**src/rtl/hdmi_aux_unpacker_pkg.sv**
```systemverilog
// Shared constants, slot-phase decode type and BCH helpers for the HDMI
// data-island aux receive path.
package hdmi_aux_unpacker_pkg;

    localparam int HDMI_AUX_SLOTS = 32;
    localparam int HDR_DATA_BITS  = 24;
    localparam int SUB_DATA_BITS  = 56;
    localparam int ECC_BITS       = 8;
    localparam int SLOT_W         = $clog2(HDMI_AUX_SLOTS);

    // Generator x^8+x^7+x^6+1, low-order coefficients (x^8 implied).
    localparam logic [ECC_BITS-1:0] BCH_POLY = 8'hC1;

    // Slot boundaries inside one 32-period packet.
    localparam logic [SLOT_W-1:0] HDR_PARITY_SLOT = 5'd24;
    localparam logic [SLOT_W-1:0] SUB_PARITY_SLOT = 5'd28;
    localparam logic [SLOT_W-1:0] LAST_SLOT       = 5'd31;

    // What the current registered period carries.
    typedef enum logic [1:0] {
        PH_IDLE       = 2'd0,  // no data island period
        PH_DATA       = 2'd1,  // header and subpackets both carry data
        PH_HDR_PARITY = 2'd2,  // header parity, subpackets still data
        PH_ALL_PARITY = 2'd3   // header and subpackets both parity
    } aux_phase_e;

    // One LFSR step. The register is kept bit-reversed with respect to the
    // textbook CRC, so the feedback mask is the reflected generator and the
    // next expected parity bit is always ecc[0].
    function automatic logic [ECC_BITS-1:0] bch_step(
        input logic [ECC_BITS-1:0] ecc,
        input logic                d
    );
        logic [ECC_BITS-1:0] mask;
        mask = {ECC_BITS{1'b0}};
        for (int i = 0; i < ECC_BITS; i++) begin
            mask[i] = BCH_POLY[ECC_BITS-1-i];
        end
        bch_step = {1'b0, ecc[ECC_BITS-1:1]} ^ ((ecc[0] ^ d) ? mask : {ECC_BITS{1'b0}});
    endfunction

    // Compare two received parity bits against the next two expected ones.
    function automatic logic bch_mismatch2(
        input logic [ECC_BITS-1:0] ecc,
        input logic                p0,
        input logic                p1
    );
        bch_mismatch2 = (p0 != ecc[0]) | (p1 != ecc[1]);
    endfunction

endpackage

```
**src/rtl/hdmi_aux_unpacker_if.sv**
```systemverilog
// Aux nibble input bundle and decoded packet output bundle.
interface hdmi_aux_unpacker_if;
    import hdmi_aux_unpacker_pkg::*;

    logic                     ae;
    logic [3:0]               channel0_aux;
    logic [3:0]               channel1_aux;
    logic [3:0]               channel2_aux;
    logic                     hsync_out;
    logic                     vsync_out;
    logic                     packet_valid;
    logic [HDR_DATA_BITS-1:0] header;
    logic [SUB_DATA_BITS-1:0] sub0;
    logic [SUB_DATA_BITS-1:0] sub1;
    logic [SUB_DATA_BITS-1:0] sub2;
    logic [SUB_DATA_BITS-1:0] sub3;
    logic                     header_err;
    logic [3:0]               sub_err;
    logic                     packet_abort;

    // Upstream side: TERC4 decoder / island detector and packet consumers.
    modport master (
        output ae, channel0_aux, channel1_aux, channel2_aux,
        input  hsync_out, vsync_out, packet_valid, header,
               sub0, sub1, sub2, sub3, header_err, sub_err, packet_abort
    );

    // Unpacker side.
    modport slave (
        input  ae, channel0_aux, channel1_aux, channel2_aux,
        output hsync_out, vsync_out, packet_valid, header,
               sub0, sub1, sub2, sub3, header_err, sub_err, packet_abort
    );
endinterface

```
**src/rtl/hdmi_aux_unpacker_sub_capture.sv**
```systemverilog
// One subpacket lane: 2-bit-per-slot data shift register plus the dual-bit
// BCH LFSR that checks the four parity slots. Instantiated once per lane.
module hdmi_aux_unpacker_sub_capture
    import hdmi_aux_unpacker_pkg::*;
(
    input  logic                     clk,
    input  logic                     rst,
    input  logic                     en,      // registered ae
    input  logic                     start,   // slot 0 of a packet
    input  logic                     parity,  // slots 28..31
    input  logic                     d1,      // even bit (channel 1)
    input  logic                     d2,      // odd bit (channel 2)
    output logic [SUB_DATA_BITS-1:0] data,
    output logic                     err
);

    logic [SUB_DATA_BITS-1:0] data_r;
    logic [SUB_DATA_BITS-1:0] data_nxt_s;
    logic [ECC_BITS-1:0]      lfsr_r;
    logic [ECC_BITS-1:0]      lfsr_base_s;
    logic [ECC_BITS-1:0]      lfsr_nxt_s;
    logic                     err_r;
    logic                     err_base_s;
    logic                     err_nxt_s;

    // Next-state for data shift, LFSR and sticky error; slot 0 restarts from zero.
    always_comb begin
        lfsr_base_s = start ? {ECC_BITS{1'b0}} : lfsr_r;
        err_base_s  = start ? 1'b0 : err_r;
        data_nxt_s  = data_r;
        lfsr_nxt_s  = lfsr_base_s;
        err_nxt_s   = err_base_s;
        if (!en) begin
            lfsr_nxt_s = {ECC_BITS{1'b0}};
            err_nxt_s  = 1'b0;
        end else if (parity) begin
            lfsr_nxt_s = {2'b00, lfsr_base_s[ECC_BITS-1:2]};
            err_nxt_s  = err_base_s | bch_mismatch2(lfsr_base_s, d1, d2);
        end else begin
            data_nxt_s = {d2, d1, data_r[SUB_DATA_BITS-1:2]};
            lfsr_nxt_s = bch_step(bch_step(lfsr_base_s, d1), d2);
            err_nxt_s  = err_base_s;
        end
    end

    // Lane state registers.
    always_ff @(posedge clk) begin
        if (rst) begin
            data_r <= {SUB_DATA_BITS{1'b0}};
            lfsr_r <= {ECC_BITS{1'b0}};
            err_r  <= 1'b0;
        end else begin
            data_r <= data_nxt_s;
            lfsr_r <= lfsr_nxt_s;
            err_r  <= err_nxt_s;
        end
    end

    assign data = data_r;
    assign err  = err_r;

endmodule

```
**src/rtl/hdmi_aux_unpacker.sv**
```systemverilog
// HDMI data-island aux unpacker: tracks the 32-period packet slot, rebuilds
// the 24-bit header and four 56-bit subpackets, checks BCH parity on each
// and publishes the packet with per-part error flags.
module hdmi_aux_unpacker
    import hdmi_aux_unpacker_pkg::*;
#(
    parameter string BYPASS_ECC = "FALSE"
) (
    input  logic                clk,
    input  logic                rst,
    hdmi_aux_unpacker_if.slave  aux
);

    localparam bit BYPASS = (BYPASS_ECC == "TRUE");

    logic                     ae_q;
    logic [3:0]               ch0_q;
    logic [3:0]               ch1_q;
    logic [3:0]               ch2_q;
    logic                     ch0_unused_s;

    logic [SLOT_W-1:0]        slot_r;
    logic                     done_r;
    aux_phase_e               phase_s;
    logic                     pkt_start_s;
    logic                     abort_s;

    logic [HDR_DATA_BITS-1:0] hdr_cap_r;
    logic [HDR_DATA_BITS-1:0] hdr_cap_nxt_s;
    logic [ECC_BITS-1:0]      hdr_lfsr_r;
    logic [ECC_BITS-1:0]      hdr_lfsr_base_s;
    logic [ECC_BITS-1:0]      hdr_lfsr_nxt_s;
    logic                     hdr_err_r;
    logic                     hdr_err_base_s;
    logic                     hdr_err_nxt_s;

    logic [SUB_DATA_BITS-1:0] sub_data_s [4];
    logic [3:0]               sub_err_s;

    // Channel 0 bit 3 carries nothing on the aux path.
    assign ch0_unused_s = ch0_q[3];

    // Input stage: everything downstream works on these registered copies.
    always_ff @(posedge clk) begin
        if (rst) begin
            ae_q  <= 1'b0;
            ch0_q <= 4'h0;
            ch1_q <= 4'h0;
            ch2_q <= 4'h0;
        end else begin
            ae_q  <= aux.ae;
            ch0_q <= aux.channel0_aux;
            ch1_q <= aux.channel1_aux;
            ch2_q <= aux.channel2_aux;
        end
    end

    // Slot counter (wraps for back-to-back packets) and end-of-packet flag.
    always_ff @(posedge clk) begin
        if (rst) begin
            slot_r <= {SLOT_W{1'b0}};
            done_r <= 1'b0;
        end else if (!ae_q) begin
            slot_r <= {SLOT_W{1'b0}};
            done_r <= 1'b0;
        end else begin
            slot_r <= slot_r + 5'd1;
            done_r <= (slot_r == LAST_SLOT);
        end
    end

    // Slot decode: phase, packet start and mid-packet ae drop.
    always_comb begin
        phase_s     = PH_IDLE;
        pkt_start_s = ae_q && (slot_r == {SLOT_W{1'b0}});
        abort_s     = !ae_q && (slot_r != {SLOT_W{1'b0}});
        if (!ae_q) begin
            phase_s = PH_IDLE;
        end else if (slot_r < HDR_PARITY_SLOT) begin
            phase_s = PH_DATA;
        end else if (slot_r < SUB_PARITY_SLOT) begin
            phase_s = PH_HDR_PARITY;
        end else begin
            phase_s = PH_ALL_PARITY;
        end
    end

    // Header capture and single-bit BCH check next-state.
    always_comb begin
        hdr_lfsr_base_s = pkt_start_s ? {ECC_BITS{1'b0}} : hdr_lfsr_r;
        hdr_err_base_s  = pkt_start_s ? 1'b0 : hdr_err_r;
        hdr_cap_nxt_s   = hdr_cap_r;
        hdr_lfsr_nxt_s  = hdr_lfsr_base_s;
        hdr_err_nxt_s   = hdr_err_base_s;
        case (phase_s)
            PH_IDLE: begin
                hdr_lfsr_nxt_s = {ECC_BITS{1'b0}};
                hdr_err_nxt_s  = 1'b0;
            end
            PH_DATA: begin
                hdr_cap_nxt_s  = {ch0_q[2], hdr_cap_r[HDR_DATA_BITS-1:1]};
                hdr_lfsr_nxt_s = bch_step(hdr_lfsr_base_s, ch0_q[2]);
            end
            PH_HDR_PARITY, PH_ALL_PARITY: begin
                hdr_lfsr_nxt_s = {1'b0, hdr_lfsr_base_s[ECC_BITS-1:1]};
                hdr_err_nxt_s  = hdr_err_base_s | (ch0_q[2] != hdr_lfsr_base_s[0]);
            end
            default: begin
                hdr_lfsr_nxt_s = {ECC_BITS{1'b0}};
                hdr_err_nxt_s  = 1'b0;
            end
        endcase
    end

    // Header state registers.
    always_ff @(posedge clk) begin
        if (rst) begin
            hdr_cap_r  <= {HDR_DATA_BITS{1'b0}};
            hdr_lfsr_r <= {ECC_BITS{1'b0}};
            hdr_err_r  <= 1'b0;
        end else begin
            hdr_cap_r  <= hdr_cap_nxt_s;
            hdr_lfsr_r <= hdr_lfsr_nxt_s;
            hdr_err_r  <= hdr_err_nxt_s;
        end
    end

    for (genvar n = 0; n < 4; n++) begin : g_sub
        hdmi_aux_unpacker_sub_capture u_sub (
            .clk    (clk),
            .rst    (rst),
            .en     (ae_q),
            .start  (pkt_start_s),
            .parity (phase_s == PH_ALL_PARITY),
            .d1     (ch1_q[n]),
            .d2     (ch2_q[n]),
            .data   (sub_data_s[n]),
            .err    (sub_err_s[n])
        );
    end

    // Output registers: sync passthrough, event pulses and packet publish.
    always_ff @(posedge clk) begin
        if (rst) begin
            aux.hsync_out    <= 1'b0;
            aux.vsync_out    <= 1'b0;
            aux.packet_valid <= 1'b0;
            aux.packet_abort <= 1'b0;
            aux.header       <= {HDR_DATA_BITS{1'b0}};
            aux.sub0         <= {SUB_DATA_BITS{1'b0}};
            aux.sub1         <= {SUB_DATA_BITS{1'b0}};
            aux.sub2         <= {SUB_DATA_BITS{1'b0}};
            aux.sub3         <= {SUB_DATA_BITS{1'b0}};
            aux.header_err   <= 1'b0;
            aux.sub_err      <= 4'b0000;
        end else begin
            aux.packet_valid <= done_r;
            aux.packet_abort <= abort_s;
            if (ae_q) begin
                aux.hsync_out <= ch0_q[0];
                aux.vsync_out <= ch0_q[1];
            end
            if (done_r) begin
                aux.header     <= hdr_cap_r;
                aux.sub0       <= sub_data_s[0];
                aux.sub1       <= sub_data_s[1];
                aux.sub2       <= sub_data_s[2];
                aux.sub3       <= sub_data_s[3];
                aux.header_err <= BYPASS ? 1'b0 : hdr_err_r;
                aux.sub_err    <= BYPASS ? 4'b0000 : sub_err_s;
            end
        end
    end

endmodule

```
**src/flat_wrapper.sv**
```systemverilog
// flat-port wrapper written by rule: the top's interface ports become plain ports
module hdmi_aux_unpacker_flat import hdmi_aux_unpacker_pkg::*;
#(
    parameter string BYPASS_ECC = "     "
)
  (clk, rst, aux_ae, aux_channel0_aux, aux_channel1_aux, aux_channel2_aux, aux_hsync_out, aux_vsync_out, aux_packet_valid, aux_header, aux_sub0, aux_sub1, aux_sub2, aux_sub3, aux_header_err, aux_sub_err, aux_packet_abort);
  hdmi_aux_unpacker_if aux_i ();
  input  logic clk;
  input  logic rst;
  input wire logic [$bits(aux_i.ae)-1:0] aux_ae;
  input wire logic [$bits(aux_i.channel0_aux)-1:0] aux_channel0_aux;
  input wire logic [$bits(aux_i.channel1_aux)-1:0] aux_channel1_aux;
  input wire logic [$bits(aux_i.channel2_aux)-1:0] aux_channel2_aux;
  output wire logic [$bits(aux_i.hsync_out)-1:0] aux_hsync_out;
  output wire logic [$bits(aux_i.vsync_out)-1:0] aux_vsync_out;
  output wire logic [$bits(aux_i.packet_valid)-1:0] aux_packet_valid;
  output wire logic [$bits(aux_i.header)-1:0] aux_header;
  output wire logic [$bits(aux_i.sub0)-1:0] aux_sub0;
  output wire logic [$bits(aux_i.sub1)-1:0] aux_sub1;
  output wire logic [$bits(aux_i.sub2)-1:0] aux_sub2;
  output wire logic [$bits(aux_i.sub3)-1:0] aux_sub3;
  output wire logic [$bits(aux_i.header_err)-1:0] aux_header_err;
  output wire logic [$bits(aux_i.sub_err)-1:0] aux_sub_err;
  output wire logic [$bits(aux_i.packet_abort)-1:0] aux_packet_abort;
  assign aux_i.ae = aux_ae;
  assign aux_i.channel0_aux = aux_channel0_aux;
  assign aux_i.channel1_aux = aux_channel1_aux;
  assign aux_i.channel2_aux = aux_channel2_aux;
  assign aux_hsync_out = aux_i.hsync_out;
  assign aux_vsync_out = aux_i.vsync_out;
  assign aux_packet_valid = aux_i.packet_valid;
  assign aux_header = aux_i.header;
  assign aux_sub0 = aux_i.sub0;
  assign aux_sub1 = aux_i.sub1;
  assign aux_sub2 = aux_i.sub2;
  assign aux_sub3 = aux_i.sub3;
  assign aux_header_err = aux_i.header_err;
  assign aux_sub_err = aux_i.sub_err;
  assign aux_packet_abort = aux_i.packet_abort;
  hdmi_aux_unpacker #(.BYPASS_ECC(BYPASS_ECC)) u_core (.clk(clk), .rst(rst), .aux(aux_i));
endmodule
```
**config.mk**
```make
export PLATFORM = sky130hd
export DESIGN_NAME = hdmi_aux_unpacker_flat
export DESIGN_NICKNAME = d
export VERILOG_FILES = /design/src/rtl/hdmi_aux_unpacker_pkg.sv /design/src/rtl/hdmi_aux_unpacker_if.sv /design/src/rtl/hdmi_aux_unpacker_sub_capture.sv /design/src/rtl/hdmi_aux_unpacker.sv /design/src/flat_wrapper.sv
export SDC_FILE = /design/constraint.sdc
export NUM_CORES = 1
export LEC_CHECK = 0
export CAP_MARGIN = 0
export CORE_ASPECT_RATIO = 1.25
export CORE_UTILIZATION = 45
export CTS_BUF_LIST = sky130_fd_sc_hd__clkbuf_8
export DETAILED_ROUTE_END_ITERATION = 8
export HOLD_SLACK_MARGIN = 0.05
export MAX_ROUTING_LAYER = met4
export PLACE_DENSITY = 0.67
export REMOVE_ABC_BUFFERS = 1
export SLEW_MARGIN = 20
export SYNTH_ARGS = -nofsm -noshare
export SYNTH_HDL_FRONTEND = slang
export SYNTH_SLANG_ARGS = --single-unit
```
**constraint.sdc**
```tcl
create_clock -name clk -period 1.8 [get_ports clk]
set_input_delay 0.36 -clock clk [delete_from_list [all_inputs] [get_ports clk]]
set_output_delay 0.36 -clock clk [all_outputs]
set_load 0.02 [all_outputs]
```
==> run_results.csv <==
group,metric,value,unit
hold_path,hp-start,"aux_channel0_aux[1]",
routing,antenna_left,0,
hold_path,min_path_type,"primary input to flop",
cells_and_area,multi_input_area,0.007948,mm²
synthesis,synth_warnings,0,
cells_and_area,synthToLayoutAreaGrowth,25.43,%
synthesis,yosys_most_used_dff,"dfxtp_1",
critical_path,slowest_stage,"dfxtp_1",
critical_path,reg2reg_depth,8,
synthesis,synth-edff-count,0,
clock_tree,clk_pin_slew,60,ps
sta,max_freq,0.5746,GHz
sta,final-hold-violation-count,0,
sta,finalCritPeriodShare,96.69,%
floorplanning,rows,86,
cells_and_area,utilization,57.12,%
critical_path,path_buf_inv,1,
critical_path,r2r_slack,90,ps
critical_path,cp_cell_sequence,"dlygate4sd2_1",
power,intPower,19.11,mW
grt,grt-ovfl-total,0,
sta,relSlewSlack,60.30,%
clock_tree,cts_buffers,89,
sta,fin_hold_ws,259.8,ps
clock_tree,cts_tree,"done",
critical_path,critical_path_depth,1,
routing,dr.pass1.iters,5,
cells_and_area,diodes,0,
power,p_comb_share,2.9,%
place,hpwl,28.27,mm
floorplanning,fp.coreArea,0.04401,mm²
sta,clock_skew,22.26,ps
cells_and_area,drive_above_1_share,8.543,%
power,peakVddDrop,0.0006273,V
clock_tree,cts-root-buf,"clkbuf_8",
critical_path,r2r-start,"u_core.slot_r[0]$_SDFF_PP0_",
routing,routedWlPerCell,14.40,µm
critical_path,cp-end-kind,"output pin",
floorplanning,io_pins,272,
clock_tree,insertion_delay,650,ps
power,p_leak,9.779,nW
clock_tree,clk_path_buf_depth,3,
synthesis,avgSynthCellArea,9.184,µm²
critical_path,max_stage_delay,390,ps
critical_path,critPathKind,"flop to output pin",
power,clockPowerShare,45.4,%
hold_path,min_path_cells,2,
floorplanning,die_w,190.8,µm
floorplanning,initial_utilization,45.54,%
sta,rsz0062_at_grt,"false",
floorplanning,chipHeight,237.9,µm
grt,grt_pass1_wl,71.10,mm
place,gp_congestion,0.7832,
critical_path,required,1440,ps
place,port_buffers,270,
clock_tree,cts-htree-levels,3,
critical_path,r2r-end,"u_core.g_sub[1].u_sub.lfsr_r[1]$_SDFF_PP0_",
power,power.net_switching,5.384,mW
grt,groute.usage.overall,19.67,%
sta,final.setup.tns,0,ps
grt,grt_pass1_vias,14200,
sta,setup_viol,0,
routing,vias_per_cell,4.932,
cells_and_area,nNetsFinal,2457,
cells_and_area,final_area,0.02514,mm²
synthesis,syn-cell-area,0.02004,mm²
synthesis,synthArstFlopShare,0,%
critical_path,path_max_fanout,2,
critical_path,crit_family,"flip-flops",
synthesis,yosysUniqueCellTypes,38,
cells_and_area,nFillCells,4040,
cells_and_area,ff_latch_area,0.01138,mm²
sta,maxSlewViolCount,0,
critical_path,crit_arrival,1380,ps
synthesis,synth_cells,2182,
synthesis,synth-seq-cells,568,
power,p_sw_share,21.98,%
grt,antenna_found_initial,0,
sta,worst_pin_slew,595.5,ps
routing,wirelength,44.32,mm
grt,grt_start_max_net_pins,121,
place,place_area,0.02350,mm²
sta,finalCriticalPeriod,1740,ps
routing,vias,15180,
cells_and_area,fin_cells,3077,
routing,drc,0,
hold_path,hold_path_end,"u_core.ch0_q[1]$_SDFF_PP0_",
power,p_seq_share,51.7,%
critical_path,start_kind,"flop",
floorplanning,dieArea,0.04539,mm²
clock_tree,cts.sinks,568,
routing,drtIter0Drc,732,
place,dp.cells,2915,
synthesis,ys_seq_area_share,56.74,%
flow_run,max_cap_viol_count,0,
power,power.density,974.4,mW/mm²
run_status,status,"finished, final reports clean",
[state kept, by name, indices dropped and copies added (netlist names), 3 cells and up]
| signal | flops |
|---|---|
| u_core.ch2_q | 4 |
| u_core.ch1_q | 4 |
| u_core.hdr_cap_r | 24 |
| u_core.aux.sub_err | 4 |
| u_core.aux.header | 24 |
| u_core.g_sub.u_sub.data | 224 |
| u_core.aux.sub2 | 56 |
| u_core.aux.sub1 | 56 |
| u_core.ch0_q | 3 |
| u_core.g_sub.u_sub.lfsr_r | 32 |
| u_core.hdr_lfsr_r | 8 |
| u_core.aux.sub0 | 56 |
| u_core.g_sub.u_sub.err | 4 |
| u_core.aux.sub3 | 56 |
| u_core.slot_r | 5 |
[routing by layer]
layer | vias up | part of all wire, % | global-route usage, %
li1 | 7680 | - | -
met1 | 7095 | 45 | 23.78
met2 | 350 | 49 | 32.42
met3 | 52 | 4.9 | 3.809
met4 | 0 | 1.5 | 6.982
met5 | - | 0 | -
[synth_stat cells, types with 3 or more instances]
cell       instances  area share, %
a2111o_1           4           0.22
a211oi_1           4           0.15
a21boi_0           5           0.19
a21o_1             4           0.15
a21oi_1          252            6.3
a32o_1             4           0.20
and2_1            27           0.84
and3_1             5           0.16
buf_2             78            1.9
clkbuf_1          86            1.6
dfxtp_1          568             57
ha_1               3           0.19
mux2i_1          259             13
nand2_1          508            9.5
nand3_1            6           0.15
nor2_1           274            5.1
nor2b_1           14           0.44
nor3_1             5           0.12
nor3b_1            6           0.22
nor4b_1            4           0.17
nor4bb_1           4           0.20
o2111ai_1          4           0.17
o21a_1             4           0.15
o21ai_0           12           0.30
xnor2_1           20           0.87
xor2_1             5           0.22
[repair_timing]
item | 4_1_cts | 5_1_grt
endpoints found under the setup margin | 257 | 52
hold buffers | 1 | 0
pin swaps | 0 | 4
resized for setup | 276 | 9
setup buffers | 0 | 4
endpoints found under the hold margin | 12 | 0
cloned | 0 | 1
[cell usage in the layout (no fill, tap or decap), drive strengths merged, types with 2 or more instances in the layout]
cell / n
a2111o: 4
a211oi: 4
a21boi: 5
a21o: 4
a21oi: 252
a31oi: 2
a32o: 4
and2: 28
and3: 5
and4: 2
buf: 62
bufinv: 3
clkbuf: 118
clkdlybuf4s15: 16
clkdlybuf4s50: 12
clkinv: 10
clkinvlp: 4
dfxtp: 568
dlygate4sd2: 241
ha: 3
inv: 24
mux2i: 259
nand2: 508
nand3: 6
nor2: 274
nor2b: 14
nor3: 5
nor3b: 6
nor4b: 5
nor4bb: 4
o2111ai: 4
o21a: 4
o21ai: 12
o22ai: 2
o31a: 2
xnor2: 20
xor2: 5
[metrics by stage]
step	power [mW]	worst slack, ps
6_report	24.49	59.63
5_1_grt	25.42	6.487
4_1_cts	24.83	0.1900
3_5_place_dp	13.64	-3.498
3_3_place_gp	13.63	58.96
2_1_floorplan	13.16	-7198
[area by class of cell]
class	instances	area share, %
clock inverter	39	1.005
inverter	2	0.02987
tap	572	2.847
timing repair buffer	332	12.76
sequential	568	45.28
multi-input combinational	1446	31.62
clock buffer	118	6.461
[power groups by stage]
stage / registers [mW] / clock network, mW / logic (mW)
4_1_cts: 12.7 / 11.5 / 0.709
6_report: 12.7 / 11.1 / 0.712
3_5_place_dp: 12.9 / 0 / 0.707
2_1_floorplan: 12.9 / 0 / 0.236
3_3_place_gp: 12.9 / 0 / 0.702
5_1_grt: 12.7 / 12.0 / 0.777
[cell families (layout without fill, tap and decap cells)]
group                      Yosys count  after routing  synth area share (%)
muxes                              259            259                 12.94
buffers and inverters              169            491                 3.709
adders and majority gates            3              3                0.1873
and+or+nand+nor                    858            859                 17.26
xor gates and xnor gates            25             25                 1.093
DFF                                568            568                 56.74
AOI/OAI and AO/OA                  300            300                 8.079
[worst max path at each step]
stage,slack [ps],to,startpoint
6_report,60,aux_sub0[21],u_core.aux.sub0[21]$_SDFFE_PP0P_
5_1_grt,6,aux_sub2[41],u_core.aux.sub2[41]$_SDFFE_PP0P_
4_1_cts,0.2,aux_sub1[42],u_core.aux.sub1[42]$_SDFFE_PP0P_
3_5_place_dp,-3,u_core.g_sub[2].u_sub.lfsr_r[1]$_SDFF_PP0_,u_core.slot_r[1]$_SDFF_PP0_
3_3_place_gp,60,u_core.g_sub[1].u_sub.lfsr_r[1]$_SDFF_PP0_,u_core.slot_r[1]$_SDFF_PP0_
2_1_floorplan,-7200,u_core.aux.header[0]$_SDFFE_PP0P_,u_core.done_r$_SDFF_PP0_
Note: power is estimated with default switching activity, not from simulation.
